==> config.mk <==
export PLATFORM = sky130hd
export DESIGN_NAME = histogram_median_sequencer
export DESIGN_NICKNAME = d
export VERILOG_FILES = /design/src/rtl/histogram_ctrl_pkg.sv /design/src/rtl/median_search.sv /design/src/rtl/histogram_median_sequencer.sv
export SDC_FILE = /design/constraint.sdc
export NUM_CORES = 1
export LEC_CHECK = 0
export BUFFER_PORTS_ARGS = -buffer_cell sky130_fd_sc_hd__buf_2
export CAP_MARGIN = 20
export CORE_UTILIZATION = 35
export CTS_BUF_LIST = sky130_fd_sc_hd__clkbuf_8
export DETAILED_ROUTE_END_ITERATION = 6
export REMOVE_ABC_BUFFERS = 1
export SETUP_SLACK_MARGIN = 0.02
export SLEW_MARGIN = 20
export SYNTH_ARGS = -nofsm -noshare
export SYNTH_HDL_FRONTEND = slang
export SYNTH_HIERARCHICAL = 1
export SYNTH_SLANG_ARGS = --single-unit
==> constraint.sdc <==
create_clock -name clk -period 7 [get_ports clk]
set_clock_uncertainty 0.05 [all_clocks]
set_input_delay 0.7 -clock clk [delete_from_list [all_inputs] [get_ports clk]]
set_output_delay 0.7 -clock clk [all_outputs]
set_load 0.03 [all_outputs]
==> src/rtl/histogram_ctrl_pkg.sv <==
// Shared types and constants for the histogram median sequencer.
package histogram_ctrl_pkg;

  localparam int unsigned IMWIDTH_DEF  = 240;
  localparam int unsigned IMHEIGHT_DEF = 180;
  localparam int unsigned COUNT_W      = 16;
  localparam int unsigned BIN_W        = 8;
  localparam int unsigned IDX_W        = 8;

  typedef enum logic [2:0] {
    S_IDLE,
    S_ACCUM,
    S_GAP1,
    S_READ,
    S_GAP2,
    S_CLEAR,
    S_DONE
  } state_t;

  // Rank of the median event: ceil(count/2), computed without 16-bit overflow.
  function automatic logic [COUNT_W-1:0] median_target(input logic [COUNT_W-1:0] count);
    logic [COUNT_W:0] sum;
    sum = {1'b0, count} + (COUNT_W+1)'(1);
    return sum[COUNT_W:1];
  endfunction

endpackage

==> src/rtl/median_search.sv <==
// Per-axis median finder: walks the streamed histogram bins and latches the
// first bin index whose cumulative count reaches the target rank.
module median_search
  import histogram_ctrl_pkg::*;
(
  input  logic               clk,
  input  logic               reset,
  input  logic               clear,
  input  logic [COUNT_W-1:0] target,
  input  logic               valid,
  input  logic [BIN_W-1:0]   binIn,
  output logic               found,
  output logic [IDX_W-1:0]   medianIdx
);

  logic [IDX_W-1:0]   idx;
  logic [COUNT_W-1:0] cum;
  logic [COUNT_W:0]   cum_sum;
  logic [COUNT_W-1:0] cum_next;

  assign cum_sum  = {1'b0, cum} + (COUNT_W+1)'(binIn);
  assign cum_next = cum_sum[COUNT_W] ? '1 : cum_sum[COUNT_W-1:0];

  // Until found, medianIdx tracks the latest index so a short stream still
  // reports the last valid bin.
  always_ff @(posedge clk) begin
    if (reset || clear) begin
      idx       <= '0;
      cum       <= '0;
      found     <= 1'b0;
      medianIdx <= '0;
    end else if (valid) begin
      idx <= idx + IDX_W'(1);
      cum <= cum_next;
      if (!found) begin
        medianIdx <= idx;
        if (cum_next >= target) found <= 1'b1;
      end
    end
  end

endmodule

==> src/rtl/histogram_median_sequencer.sv <==
// Frame controller for computeHistogram: ACCUM -> READ -> CLEAR with median search.
// Optional ACCUM watchdog and timedOut port enabled by defining FRAME_TIMEOUT_EN.
module histogram_median_sequencer
  import histogram_ctrl_pkg::*;
#(
  parameter int unsigned IMWIDTH  = IMWIDTH_DEF,
  parameter int unsigned IMHEIGHT = IMHEIGHT_DEF
`ifdef FRAME_TIMEOUT_EN
  ,
  parameter int unsigned TIMEOUT_CYCLES = 32'd1 << 20
`endif
) (
  input  logic             clk,
  input  logic             reset,
  input  logic             frameStart,
  input  logic             frameEnd,
  input  logic             pixelValid,
  input  logic             pixelData,
  output logic             startHistogram,
  output logic             readHistogram,
  output logic             clearHistogram,
  input  logic [BIN_W-1:0] xHistogramIn,
  input  logic [BIN_W-1:0] yHistogramIn,
  input  logic             xValid,
  input  logic             yValid,
  input  logic             histogramClear,
  output logic             busy,
  output logic [IDX_W-1:0] medianX,
  output logic [IDX_W-1:0] medianY,
  output logic             medianValid,
  output logic             frameEmpty,
  output logic             frameDropped
`ifdef FRAME_TIMEOUT_EN
  ,
  output logic             timedOut
`endif
);

  // READ spans the longer stream; with IMWIDTH >= IMHEIGHT this is IMWIDTH+1 cycles.
  localparam int unsigned READ_LAST = (IMWIDTH > IMHEIGHT) ? IMWIDTH : IMHEIGHT;
  localparam int unsigned RC_W      = $clog2(READ_LAST + 1);

  state_t             state, state_next;
  logic               post_reset;
  logic [COUNT_W-1:0] event_count;
  logic [COUNT_W-1:0] target;
  logic [RC_W-1:0]    read_cnt;
  logic               wd_expire;
  logic               search_clear;
  logic               x_take, y_take;
  logic               x_found, y_found;
  logic               found_unused;
  logic [IDX_W-1:0]   x_idx, y_idx;

  assign target       = median_target(event_count);
  assign search_clear = (state == S_GAP1);
  assign x_take       = xValid && (state == S_READ);
  assign y_take       = yValid && (state == S_READ);
  assign found_unused = x_found & y_found;

  median_search u_search_x (
    .clk       (clk),
    .reset     (reset),
    .clear     (search_clear),
    .target    (target),
    .valid     (x_take),
    .binIn     (xHistogramIn),
    .found     (x_found),
    .medianIdx (x_idx)
  );

  median_search u_search_y (
    .clk       (clk),
    .reset     (reset),
    .clear     (search_clear),
    .target    (target),
    .valid     (y_take),
    .binIn     (yHistogramIn),
    .found     (y_found),
    .medianIdx (y_idx)
  );

`ifdef FRAME_TIMEOUT_EN
  logic [31:0] wd_count;

  assign wd_expire = (state == S_ACCUM) && (wd_count == 32'(TIMEOUT_CYCLES - 1));

  always_ff @(posedge clk) begin
    if (reset) begin
      wd_count <= '0;
      timedOut <= 1'b0;
    end else begin
      wd_count <= (state == S_ACCUM) ? wd_count + 32'd1 : '0;
      if (state == S_IDLE && frameStart) timedOut <= 1'b0;
      else if (wd_expire && !frameEnd)   timedOut <= 1'b1;
    end
  end
`else
  assign wd_expire = 1'b0;
`endif

  always_comb begin
    state_next     = state;
    startHistogram = 1'b0;
    readHistogram  = 1'b0;
    clearHistogram = 1'b0;
    busy           = (state != S_IDLE);
    medianValid    = (state == S_DONE);
    case (state)
      S_IDLE:  if (frameStart) state_next = S_ACCUM;
      S_ACCUM: begin
        startHistogram = pixelValid;
        if (frameEnd || wd_expire) state_next = S_GAP1;
      end
      S_GAP1:  state_next = S_READ;
      S_READ: begin
        readHistogram = 1'b1;
        if (read_cnt == RC_W'(READ_LAST)) state_next = S_GAP2;
      end
      S_GAP2:  state_next = S_CLEAR;
      S_CLEAR: begin
        clearHistogram = 1'b1;
        if (histogramClear) state_next = post_reset ? S_IDLE : S_DONE;
      end
      S_DONE:  state_next = S_IDLE;
      default: state_next = S_CLEAR;
    endcase
  end

  always_ff @(posedge clk) begin
    if (reset) begin
      state        <= S_CLEAR;
      post_reset   <= 1'b1;
      event_count  <= '0;
      read_cnt     <= '0;
      medianX      <= '0;
      medianY      <= '0;
      frameEmpty   <= 1'b0;
      frameDropped <= 1'b0;
    end else begin
      state        <= state_next;
      frameDropped <= frameStart && (state != S_IDLE);
      read_cnt     <= (state == S_READ) ? read_cnt + RC_W'(1) : '0;
      if (state == S_IDLE && frameStart)
        event_count <= '0;
      else if (state == S_ACCUM && pixelValid && pixelData && event_count != '1)
        event_count <= event_count + COUNT_W'(1);
      // Results are latched on the CLEAR->DONE edge so they are stable during the pulse.
      if (state == S_CLEAR && histogramClear) begin
        post_reset <= 1'b0;
        if (!post_reset) begin
          frameEmpty <= (event_count == '0);
          medianX    <= (event_count == '0) ? '0 : x_idx;
          medianY    <= (event_count == '0) ? '0 : y_idx;
        end
      end
    end
  end

endmodule

* Word-level counts from Yosys, hierarchy flattened *
Index checks and enable logic that the tools add are counted.

storage, ports and cells
  register bits = 112
  input port bits = 25

operators by class
  add/sub/neg operators = 7
  muxes and demuxes = 17
  bitwise operators = 4
  $lt $le $gt $ge = 2
  equality and inequality tests = 11
  reductions and logical operators = 18

operators with widths
  cell                   number
  $add 16x8->17          2
  $ge 16x16->1           2
  $mux 16                2
  $add 8x1->8 const B    3
  $pmux 3 s6             1
  $add 16x1->17 const B  1
  $add 16x1->16 const B  1
  $logic_not 16->1       1
  $mux 8                 2
  $ne 16x16->1 const B   1
  $mux 3                 5
  $eq 8x8->1 const B     1
  $logic_and 1x1->1      8
  $ne 2x2->1 const B     4
  $mux 1                 7
  $eq 3x2->1 const B     2
  $eq 3x3->1 const B     2
  $reduce_and 2->1       3
  $not 1->1              4
  $reduce_and 4->1       1
  $reduce_or 2->1        2
  $eq 3x1->1 const B     1
  $logic_not 3->1        1
  $reduce_bool 3->1      1
  $logic_or 1x1->1       1

* Logic depth before layout (Yosys ltp) *
  depth after elaboration = 5
  gate-level depth with buffers = 13
  gate-level depth less buffers = 13

* Modules after synthesis *
The synthesis kept the hierarchy.

by module, submodules not included
  module                      instances  cells an instance  area each (um^2)
  median_search               2          267                2,215.9
  histogram_median_sequencer  1          298                2,457.4

* Worst setup path before layout *
OpenSTA, ideal clock, no wires.

  path type = input port to flip-flop
  start = input xHistogramIn[0]
  end = register u_search_x.found
  setup time = 120 ps
  required time = 6,830 ps
  arrival time = 3,432 ps
  stages = 13
  setup slack = 3,397 ps
  cells stage by stage = ha_1 > fa_1 > a211oi_1 > o21a_1 > nor2_1 > a21oi_1 > a31oi_1 > ha_1 > a21o_1 > a211o_1 > or3_1 > a21oi_1 > nor3_1

on the way
  word-level cells in the longest chain between the ends = 5

RTL lines
  item                         line                              source
  start: declaration           histogram_median_sequencer.sv:22  input logic [BIN_W-1:0] xHistogramIn,
  $add 16x8->17                median_search.sv:21               assign cum_sum = {1'b0, cum} + (COUNT_W+1)'(binIn);
  $mux 16                      median_search.sv:22               assign cum_next = cum_sum[COUNT_W] ? '1 : cum_sum[COUNT_W-1:0];
  via u_search_x.cum_next[14]  median_search.sv:19               logic [COUNT_W-1:0] cum_next;
  $ge 16x16->1                 median_search.sv:37               if (cum_next >= target) found <= 1'b1;
  $mux 1                       median_search.sv:37
  $mux 1                       median_search.sv:35               if (!found) begin
  end signal: assignment       median_search.sv:30               found <= 1'b0;
  end signal: assignment       median_search.sv:37
  end: declaration             median_search.sv:12               output logic found,

The timed path passes the listed nets, and every way through them passes these cells.
A chain may end at the register's enable or synchronous reset.

* Worst setup path in the final report *
Ends and elaborated chain as after synthesis.

==> results.md <==
- Post-CTS Setup Repair Bufs: 0
- CP Class: in2reg
- Delay-heaviest family, CP: compound AO/OA/AOI/OAI gates
- Ports: 48
- Distinct cells, synth: 59
- Synth cell count leaders: dfxtp_1 (112), nand2_1 (74), a21oi_1 (73)
- Status: finished, final reports clean
- Worst path bufs/invs: 1
- Max incr delay on CP: 440 ps
- Setup TNS Final: 0 ps
- Sequential share of the synthesized area: 32.5%
- Tightest Hold Check Type: reg2reg
- FF-to-FF setup slack: 3310 ps
- DP Worst Slack: 2860 ps
- FILL cells: 1986
- Nets@finish: 924
- Ant diodes: 0
- Leakage: 0.00304 µW
- GPL Wtd Cong: 0.831
- Register bit total from synthesis: 112
- Post-synth ARST share: 0%
- CTS tree: built
- RSZ-0062 raised after global routing: no
- Cell type of the slowest stage on the worst timing path: a211oi_1
- Top FF cell, synth: dfxtp_1
- Chip width: 142 µm
- Starting density of the core: 36.2%
- Hold Fails Final Rpt: 0
- Post_cts resized: 0
- Multi-input gate area: 4240 µm²
- CP Max Fanout: 15
- Synth top area share: 32.5%
- Actual slew at the worst max-slew pin: 1090 ps
- Synth Cell Area: 6890 µm²
- Final setup margin: 3210 ps
- Overall die height: 142 µm
- Worst setup SP type: primary input
- First-pass GRT wire length: 25.5 mm
- Clock transition at path regs: 110 ps
- Clock Tree Buf Depth: 2
- CP required: 7230 ps
- Residual DRC count: 0
- Period utilization: 54.1%
- PwrDens: 163 nW/µm²
- Minimum clock period: 3790 ps
- Initial antenna violation count: 0
- # port buffers: 47
- WL per Instance: 14.2 µm
- Max transition margin: 27.4%
- Max-cap violation count: 0
- Top cells by area, synth: dfxtp_1 (33%), ha_1 (9.8%), mux2i_1 (5.4%)
- Reg area: 2240 µm²
- Avg Synthesized Cell Area: 8.28 µm²
- Crit path capture type: flip-flop
- Share of layout cells above drive strength 1: 10.3%
- Overflow after GRT: 0
- Critical path data arrival time: 4020 ps
- Num rows: 50
- Clk_lat worst skew: 400 ps
- Dpl hpwl: 11.6 mm
- DR vias: 5786
- Vias/cell: 5.23
- Final design area excluding fillers: 7440 µm²
- Placed insts: 1092
- Core ar.: 19000 µm²
- Pin count of the biggest net entering global routing: 33
- Total GRT Usage: 15.8%
- Initial DRC count: 319
- FMAX: 264 MHz
- DRT Wirelength: 15.7 mm
- # H-tree levels: 3
- Synth Instances: 832
- Area post-placement: 7240 µm²
- Maximum vdd drop: 82.5 µV
- Vias in the first global route: 5183
- Clk sink count: 112
- Cts bufs inserted: 9
- Synth warnings: 6
- Root Driver: clkbuf_8
- Pins Over Slew Limit: 0
- Endpoints failing setup: 0
- Post-route insts no fill: 1107
- Tot Pwr: 1210 µW
- EDFF count, synth: 0
- Die footprint: 20200 µm²
- Top-count cell post-synth: dfxtp_1
- CP Cell Sequence: buf_2 -> ha_1 -> fa_1 -> a211oi_1 -> o21ai_0 -> nand2_1 -> and2_4 -> a21oi_1 -> ha_1 -> a21o_1 -> a211o_1 -> or3_1 -> a21oi_1 -> nor3_1
- Area Growth Syn to Fin: 8.05%
- Hold-fix buffers, CTS: 0
- Largest area contributor in the netlist: dfxtp_1
- DRT antenna net count: 0
- DR pass1 iterations: 5
-- worst reg2reg max path, stage by stage (launching register included) --
cell	delay, ps
dfxtp_1	330
ha_1	220
fa_1	430
a211oi_1	440
o21ai_0	180
nand2_1	430
and2_4	270
a21oi_1	70
ha_1	190
a21o_1	150
a211o_1	290
or3_1	340
a21oi_1	130
nor3_1	60
-- flip-flops by register name, summed over array words and instances, names as in the netlist --
name,count
event_count,16
u_search_x/cum,16
u_search_y/cum,16
medianX,8
medianY,8
read_cnt,8
u_search_x/idx,8
u_search_x/medianIdx,8
u_search_y/idx,8
u_search_y/medianIdx,8
state,3
frameDropped,1
frameEmpty,1
post_reset,1
u_search_x/found,1
u_search_y/found,1
-- final timing paths --
check	from	endpoint	depth (start not counted)
max	xHistogramIn[0]	u_search_x/found	14
min	medianY[7]	medianY[7]	2
max reg2reg	u_search_x/cum[0]	u_search_x/found	13
min reg2reg	medianY[7]	medianY[7]	2
-- logic make-up (layout without fill, tap and decap cells) --
family	after synthesis	in the layout	synth area share (%)
flip-flops	112	112	32.5
buffers and inverters	96	111	5.90
XOR/XNOR	40	40	5.09
AND/OR/NAND/NOR	276	276	20.6
AO/OA/AOI/OAI	211	211	19.5
multiplexers	41	41	6.03
adder cells (fa/ha/maj)	56	56	10.4
-- through the flow --
stage | hold WS [ps] | util [%]
finish | 402 | 39.1
global route | 424 | 39.1
CTS | 410 | 39.1
detailed placement | 393 | 38.1
global placement | 388 | 38.0
floorplan | 391 | -
-- cell type report --
cell class                      instances  share of cell area (%)
Inverter                               46                    2.32
Clock buffer                            9                    1.66
Clock inverter                          6                    1.04
Multi-Input combinational cell        624                    57.0
Tap cell                              260                    4.37
Sequential cell                       112                    30.1
Timing Repair Buffer                   50                    3.46
-- routing by layer --
metal  GRT usage (%)  wire length (µm)  up-vias
met2            24.9              6940       77
met1            21.8              8100     2681
met3            2.09               442       14
li1                -                 -     3014
met4            6.23               248        0
met5               0                 0        -
-- where the power goes --
part,internal (µW),total (µW),switching (µW)
Combinational,49.9,142,91.9
Clock,171,411,241
Sequential,645,656,11.3
-- cell usage in the layout, fill, tap and decap left out, types with 9 or more instances in the layout --
| cell | count |
|---|---|
| ha_1 | 54 |
| xor2_1 | 19 |
| dfxtp_1 | 112 |
| nor2_1 | 54 |
| inv_1 | 45 |
| buf_2 | 47 |
| o21ai_0 | 35 |
| nand4_1 | 14 |
| and2_1 | 12 |
| a31oi_1 | 31 |
| nand2b_1 | 21 |
| mux2i_1 | 37 |
| xnor2_1 | 21 |
| nand3_1 | 42 |
| nand2_1 | 74 |
| a21oi_1 | 72 |
| and3_1 | 18 |
| a211oi_1 | 18 |
| clkbuf_8 | 9 |
(Power assumes the default switching activity.)
